### src/rtl/apb_regif_slave.sv
// APB-to-register-interface bridge: one outstanding access, IDLE/WAIT/RESP sequencing.
// Optional WAIT-cycle timeout with error response is compiled in by APB_REGIF_TIMEOUT_EN.
module apb_regif_slave #(
  parameter int DATA_WIDTH     = 32,
  parameter int ADDR_WIDTH     = 32,
  parameter int STRB_WIDTH     = DATA_WIDTH / 8,
  parameter int TIMEOUT_CYCLES = 16
) (
  input  logic                  clk_i,
  input  logic                  srst_i,
  input  logic                  psel,
  input  logic                  penable,
  input  logic                  pwrite,
  input  logic [ADDR_WIDTH-1:0] paddr,
  input  logic [DATA_WIDTH-1:0] pwdata,
  input  logic [STRB_WIDTH-1:0] pstrb,
  output logic                  pready,
  output logic                  pslverr,
  output logic [DATA_WIDTH-1:0] prdata,
  output logic [ADDR_WIDTH-1:0] reg_wr_addr,
  output logic [DATA_WIDTH-1:0] reg_wr_data,
  output logic [STRB_WIDTH-1:0] reg_wr_strb,
  output logic                  reg_wr_en,
  input  logic                  reg_wr_ack,
  output logic [ADDR_WIDTH-1:0] reg_rd_addr,
  output logic                  reg_rd_en,
  input  logic [DATA_WIDTH-1:0] reg_rd_data,
  input  logic                  reg_rd_ack
);

  localparam logic [1:0] ST_IDLE = 2'd0;
  localparam logic [1:0] ST_WAIT = 2'd1;
  localparam logic [1:0] ST_RESP = 2'd2;

  logic [1:0] state;
  logic       is_write;
  logic       setup;
  logic       wr_done;
  logic       rd_done;
  logic       ack_done;
  logic       expire;

  assign setup    = psel & ~penable;
  // Only the ack matching the captured direction counts, and only while waiting.
  assign wr_done  = (state == ST_WAIT) & is_write & reg_wr_ack;
  assign rd_done  = (state == ST_WAIT) & ~is_write & reg_rd_ack;
  assign ack_done = wr_done | rd_done;

`ifdef APB_REGIF_TIMEOUT_EN
  localparam logic [7:0] TO_LAST = 8'(TIMEOUT_CYCLES - 1);

  logic [7:0] wait_cnt;
  logic       pslverr_r;

  // Expiry fires on the last allowed WAIT cycle; an ack in that cycle wins.
  assign expire  = (state == ST_WAIT) & ~ack_done & (wait_cnt == TO_LAST);
  assign pslverr = pslverr_r;

  // WAIT-cycle counter and error flag for the timed-out response.
  always_ff @(posedge clk_i) begin
    if (srst_i) begin
      wait_cnt  <= 8'd0;
      pslverr_r <= 1'b0;
    end else begin
      case (state)
        ST_IDLE: begin
          pslverr_r <= 1'b0;
          if (setup) begin
            wait_cnt <= 8'd0;
          end
        end
        ST_WAIT: begin
          if (ack_done) begin
            pslverr_r <= 1'b0;
          end else begin
            wait_cnt  <= wait_cnt + 8'd1;
            pslverr_r <= expire;
          end
        end
        ST_RESP: begin
          pslverr_r <= 1'b0;
        end
        default: begin
          wait_cnt  <= 8'd0;
          pslverr_r <= 1'b0;
        end
      endcase
    end
  end
`else
  assign expire  = 1'b0;
  assign pslverr = 1'b0;
`endif

  // Transfer sequencing, register-side request outputs and APB response.
  always_ff @(posedge clk_i) begin
    if (srst_i) begin
      state       <= ST_IDLE;
      is_write    <= 1'b0;
      pready      <= 1'b0;
      prdata      <= '0;
      reg_wr_addr <= '0;
      reg_wr_data <= '0;
      reg_wr_strb <= '0;
      reg_wr_en   <= 1'b0;
      reg_rd_addr <= '0;
      reg_rd_en   <= 1'b0;
    end else begin
      case (state)
        ST_IDLE: begin
          pready <= 1'b0;
          if (setup) begin
            state       <= ST_WAIT;
            is_write    <= pwrite;
            reg_wr_addr <= paddr;
            reg_wr_data <= pwdata;
            reg_wr_strb <= pstrb;
            reg_rd_addr <= paddr;
            reg_wr_en   <= pwrite;
            reg_rd_en   <= ~pwrite;
          end
        end
        ST_WAIT: begin
          if (ack_done) begin
            state     <= ST_RESP;
            pready    <= 1'b1;
            reg_wr_en <= 1'b0;
            reg_rd_en <= 1'b0;
            prdata    <= rd_done ? reg_rd_data : '0;
          end else if (expire) begin
            state     <= ST_RESP;
            pready    <= 1'b1;
            reg_wr_en <= 1'b0;
            reg_rd_en <= 1'b0;
            prdata    <= '0;
          end
        end
        ST_RESP: begin
          state  <= ST_IDLE;
          pready <= 1'b0;
        end
        default: begin
          state     <= ST_IDLE;
          pready    <= 1'b0;
          reg_wr_en <= 1'b0;
          reg_rd_en <= 1'b0;
        end
      endcase
    end
  end

endmodule

### config.mk
export PLATFORM = sky130hd
export DESIGN_NAME = apb_regif_slave
export DESIGN_NICKNAME = d
export VERILOG_FILES = /design/src/rtl/apb_regif_slave.sv
export SDC_FILE = /design/constraint.sdc
export NUM_CORES = 1
export LEC_CHECK = 0
export CAP_MARGIN = 20
export CORE_UTILIZATION = 40
export CTS_BUF_LIST = sky130_fd_sc_hd__clkbuf_4
export CTS_CLUSTER_DIAMETER = 100
export DETAILED_ROUTE_END_ITERATION = 10
export HOLD_SLACK_MARGIN = 0.02
export PLACE_DENSITY = 0.95
export REMOVE_ABC_BUFFERS = 1
export SYNTH_ARGS = -nofsm -noshare
export SYNTH_HDL_FRONTEND = slang
export SYNTH_SLANG_ARGS = --single-unit
### constraint.sdc
create_clock -name clk_i -period 4.2 [get_ports clk_i]
set_clock_uncertainty 0.2 [all_clocks]
set_input_delay 0.84 -clock clk_i [delete_from_list [all_inputs] [get_ports clk_i]]
set_output_delay 0.84 -clock clk_i [all_outputs]
set_load 0.005 [all_outputs]
==> impl_metrics.ini <==
[outcome]
status = complete, no violations

[routing]
drt_pass1_iterations = 4
drcViolationCount = 0
initialDrtViolationCount = 88
postRouteAntennaNets = 0
vias = 3682
avgViaCountPerCell = 4.87
wirelength_mm = 11.3
wl_per_cell_um = 15.0

[logic_synthesis]
synthTopCellsByArea = dfxtp_1 (56%), nand2_1 (14%), a21oi_1 (9.2%)
ys_warn_count = 0
avgSynthCellArea_sq_um = 8.90
netlist_instances = 428
yosysUniqueCellTypes = 24
netlist.area_leader.share_pct = 55.7
ys_seq_area_share_pct = 55.7
ys_ff_latch = 106
synth_top_cell_by_area = dfxtp_1
syn-cell-area_sq_um = 3810

[sta]
fin_crit_sh_pct = 66.3
rsz0062_at_grt = false
max_freq_ghz = 0.359
drv_slew = 0
slew_headroom_pct = 51.7
tightest_slew_ns = 0.724
hold_violations = 0
period_minus_slack_ns = 2.79
setup_viol = 0
setup_tns_ns = 0
worst_slack_ns = 1.41

[grt]
met1_usage_pct = 23.5
grt_use_met3_pct = 8.50
grt_antenna_before_repair = 0
grt_pass1_vias = 3496
grt_max_degree = 72
track_usage_pct = 22.3
grt_util_met2_pct = 40.7
top_usage_layer = met2
gr-total-overflow = 0
grt_pass1_wl_mm = 17.2

[final_layout]
drive_gt1_share_pct = 3.99
stdcell_count = 756
fin_nets = 729
fillCellCount = 677
antenna_cells = 0
final_area_sq_um = 6160
area_growth_pct = 61.6

[place]
dp_slack_ns = 0.942
gp_congestion = 0.794
placed_cell_area_sq_um = 6040
dpl.hpwl_mm = 8.43
io_buffers = 241
dp.cells = 740

[setup_path]
endpoint_kind = flip-flop
r2r_start = state[1]$_SDFFE_PP0P_
cp-endpoint = reg_rd_addr[18]$_SDFFE_PP0P_
startpoint_type = input port
ff2ff_setup_slack_ns = 1.86
r2r-end = reg_rd_addr[18]$_SDFFE_PP0P_
reg2reg_depth = 4
path_max_fanout = 42
crit_start = psel
required_ns = 4.30
critPathKind = input port to flip-flop
cp_data_arrival_time_ns = 2.88

[power_and_ir_drop]
p_int_w = 0.00138
ir_drop_v = 0.000192
power_density_nw_per_um2 = 303
clock_power_share_pct = 24.9
p_seq_share_pct = 57.8
pwr-share-comb_pct = 17.3
p_leak_nw = 2.20
p_switching_w = 0.000482
switching_share_pct = 25.8

[clocking]
holdBufCountCts = 0
postCtsSetupBuffers = 0
clock_path_buffers = 2
cts_sinks = 106
cts-buffers-inserted = 9
cts_tree = yes
cts_resized = 0
ctsRootBufferMaster = clkbuf_4
cts.clk_slew.worst_paths_ns = 0.17
clock_latency_ns = 0.43
htreeDepth = 3

[die]
io_pins = 243
initial_core_util_pct = 41.2
row_count = 35
die_area_sq_um = 9920
die_h_um = 99.6
core_sq_um = 9240
dieWidth_um = 99.6

[hold_path]
min_path_type = flip-flop to flip-flop

[job]
cap_viol_max_count = 0
[power groups by stage]
stage | clock, W | sequential [W] | combinational [W]
detailed placement | 0 | 0.00110 | 0.000323
global placement | 0 | 0.00110 | 0.000315
CTS | 0.000481 | 0.00108 | 0.000325
global route | 0.000529 | 0.00108 | 0.000348
finish | 0.000464 | 0.00108 | 0.000323
floorplan | 0 | 0.00110 | 0.0000727
[final cells by class]
cell class	instances	area, sq um	area share (%)
repair buffers	245	2440	39.6
flip-flops and latches	106	2120	34.5
multi-input cells	259	1310	21.3
well taps	129	161	2.62
clock buffers	9	67.6	1.10
clock inverters	7	53.8	0.874
inverters	1	3.75	0.0610
[synthesized netlist by cell type]
master / count
a211oi_1: 1
a21oi_1: 70
a22o_1: 32
a31oi_1: 2
buf_2: 9
buf_4: 33
buf_6: 2
clkbuf_1: 18
conb_1: 1
dfxtp_1: 106
inv_1: 1
mux2i_1: 1
nand2_1: 138
nand2b_1: 2
nand3_1: 2
nand3b_1: 2
nor2_1: 1
nor2b_1: 1
nor3_1: 1
nor4b_2: 1
nor4b_4: 1
o21ba_2: 1
or3b_2: 1
or4b_1: 1
[critical path: stages]
cell             delay [ns]
clkdlybuf4s50_1        0.51
or4b_2                 0.93
buf_4                  0.39
nand2_1                0.12
a21oi_1                0.08
[stage by stage]
stage	total power, W	util [%]	hold slack [ns]
after floorplan	0.00117	-	0.242
after global placement	0.00141	65.3	0.242
after detailed placement	0.00142	65.3	0.249
after CTS	0.00188	66.6	0.270
after global routing	0.00196	66.6	0.286
final	0.00186	66.6	0.267
[registers in the layout (all words and copies together) (netlist names)]
name and count:
reg_wr_strb 4, reg_rd_addr 32, prdata 32, reg_wr_data 32, pready 1, state 2
reg_rd_en 1, is_write 1, reg_wr_en 1
[cells by family after synthesis]
kind of cell,count (synthesis),share of synthesized area [%]
flops,106,55.7
other cells,1,0.0984
compound gates,106,17.3
buf+inv,63,10.1
mux,1,0.263
simple gates,151,16.5
[worst min path at each step]
stage	depth (start not counted)	slack [ns]	to	from
2_1_floorplan	2	0.24	pready$_SDFFE_PP0P_	pready$_SDFFE_PP0P_
4_1_cts	2	0.27	reg_wr_data[7]$_SDFFE_PP0P_	reg_wr_data[7]$_SDFFE_PP0P_
3_3_place_gp	2	0.24	reg_wr_data[7]$_SDFFE_PP0P_	reg_wr_data[7]$_SDFFE_PP0P_
3_5_place_dp	2	0.25	reg_wr_data[7]$_SDFFE_PP0P_	reg_wr_data[7]$_SDFFE_PP0P_
5_1_grt	2	0.29	reg_wr_data[25]$_SDFFE_PP0P_	reg_wr_data[25]$_SDFFE_PP0P_
6_report	2	0.27	reg_wr_data[7]$_SDFFE_PP0P_	reg_wr_data[7]$_SDFFE_PP0P_
[layer usage]
layer	routed length (um)	vias to the layer above
met1	4300	1714
met4	256	0
met5	0	-
met2	5750	177
li1	-	1773
met3	1010	18
[cell usage in the layout (no fill, tap or decap), drive strengths merged]
master,netlist,layout
dfxtp,106,106
nand3b,2,2
a31oi,2,2
or4b,1,1
clkinv,0,4
conb,1,1
a22o,32,32
clkinvlp,0,1
nand2,138,138
nand3,2,2
nor2,1,1
inv,1,3
nand2b,2,2
nor4b,2,2
clkbuf,18,9
nor2b,1,1
mux2i,1,1
or3b,1,1
buf,44,5
clkdlybuf4s50,0,240
a211oi,1,1
o21ba,1,1
nor3,1,1
a21oi,70,70
Note: power is estimated with default switching activity, not from simulation.
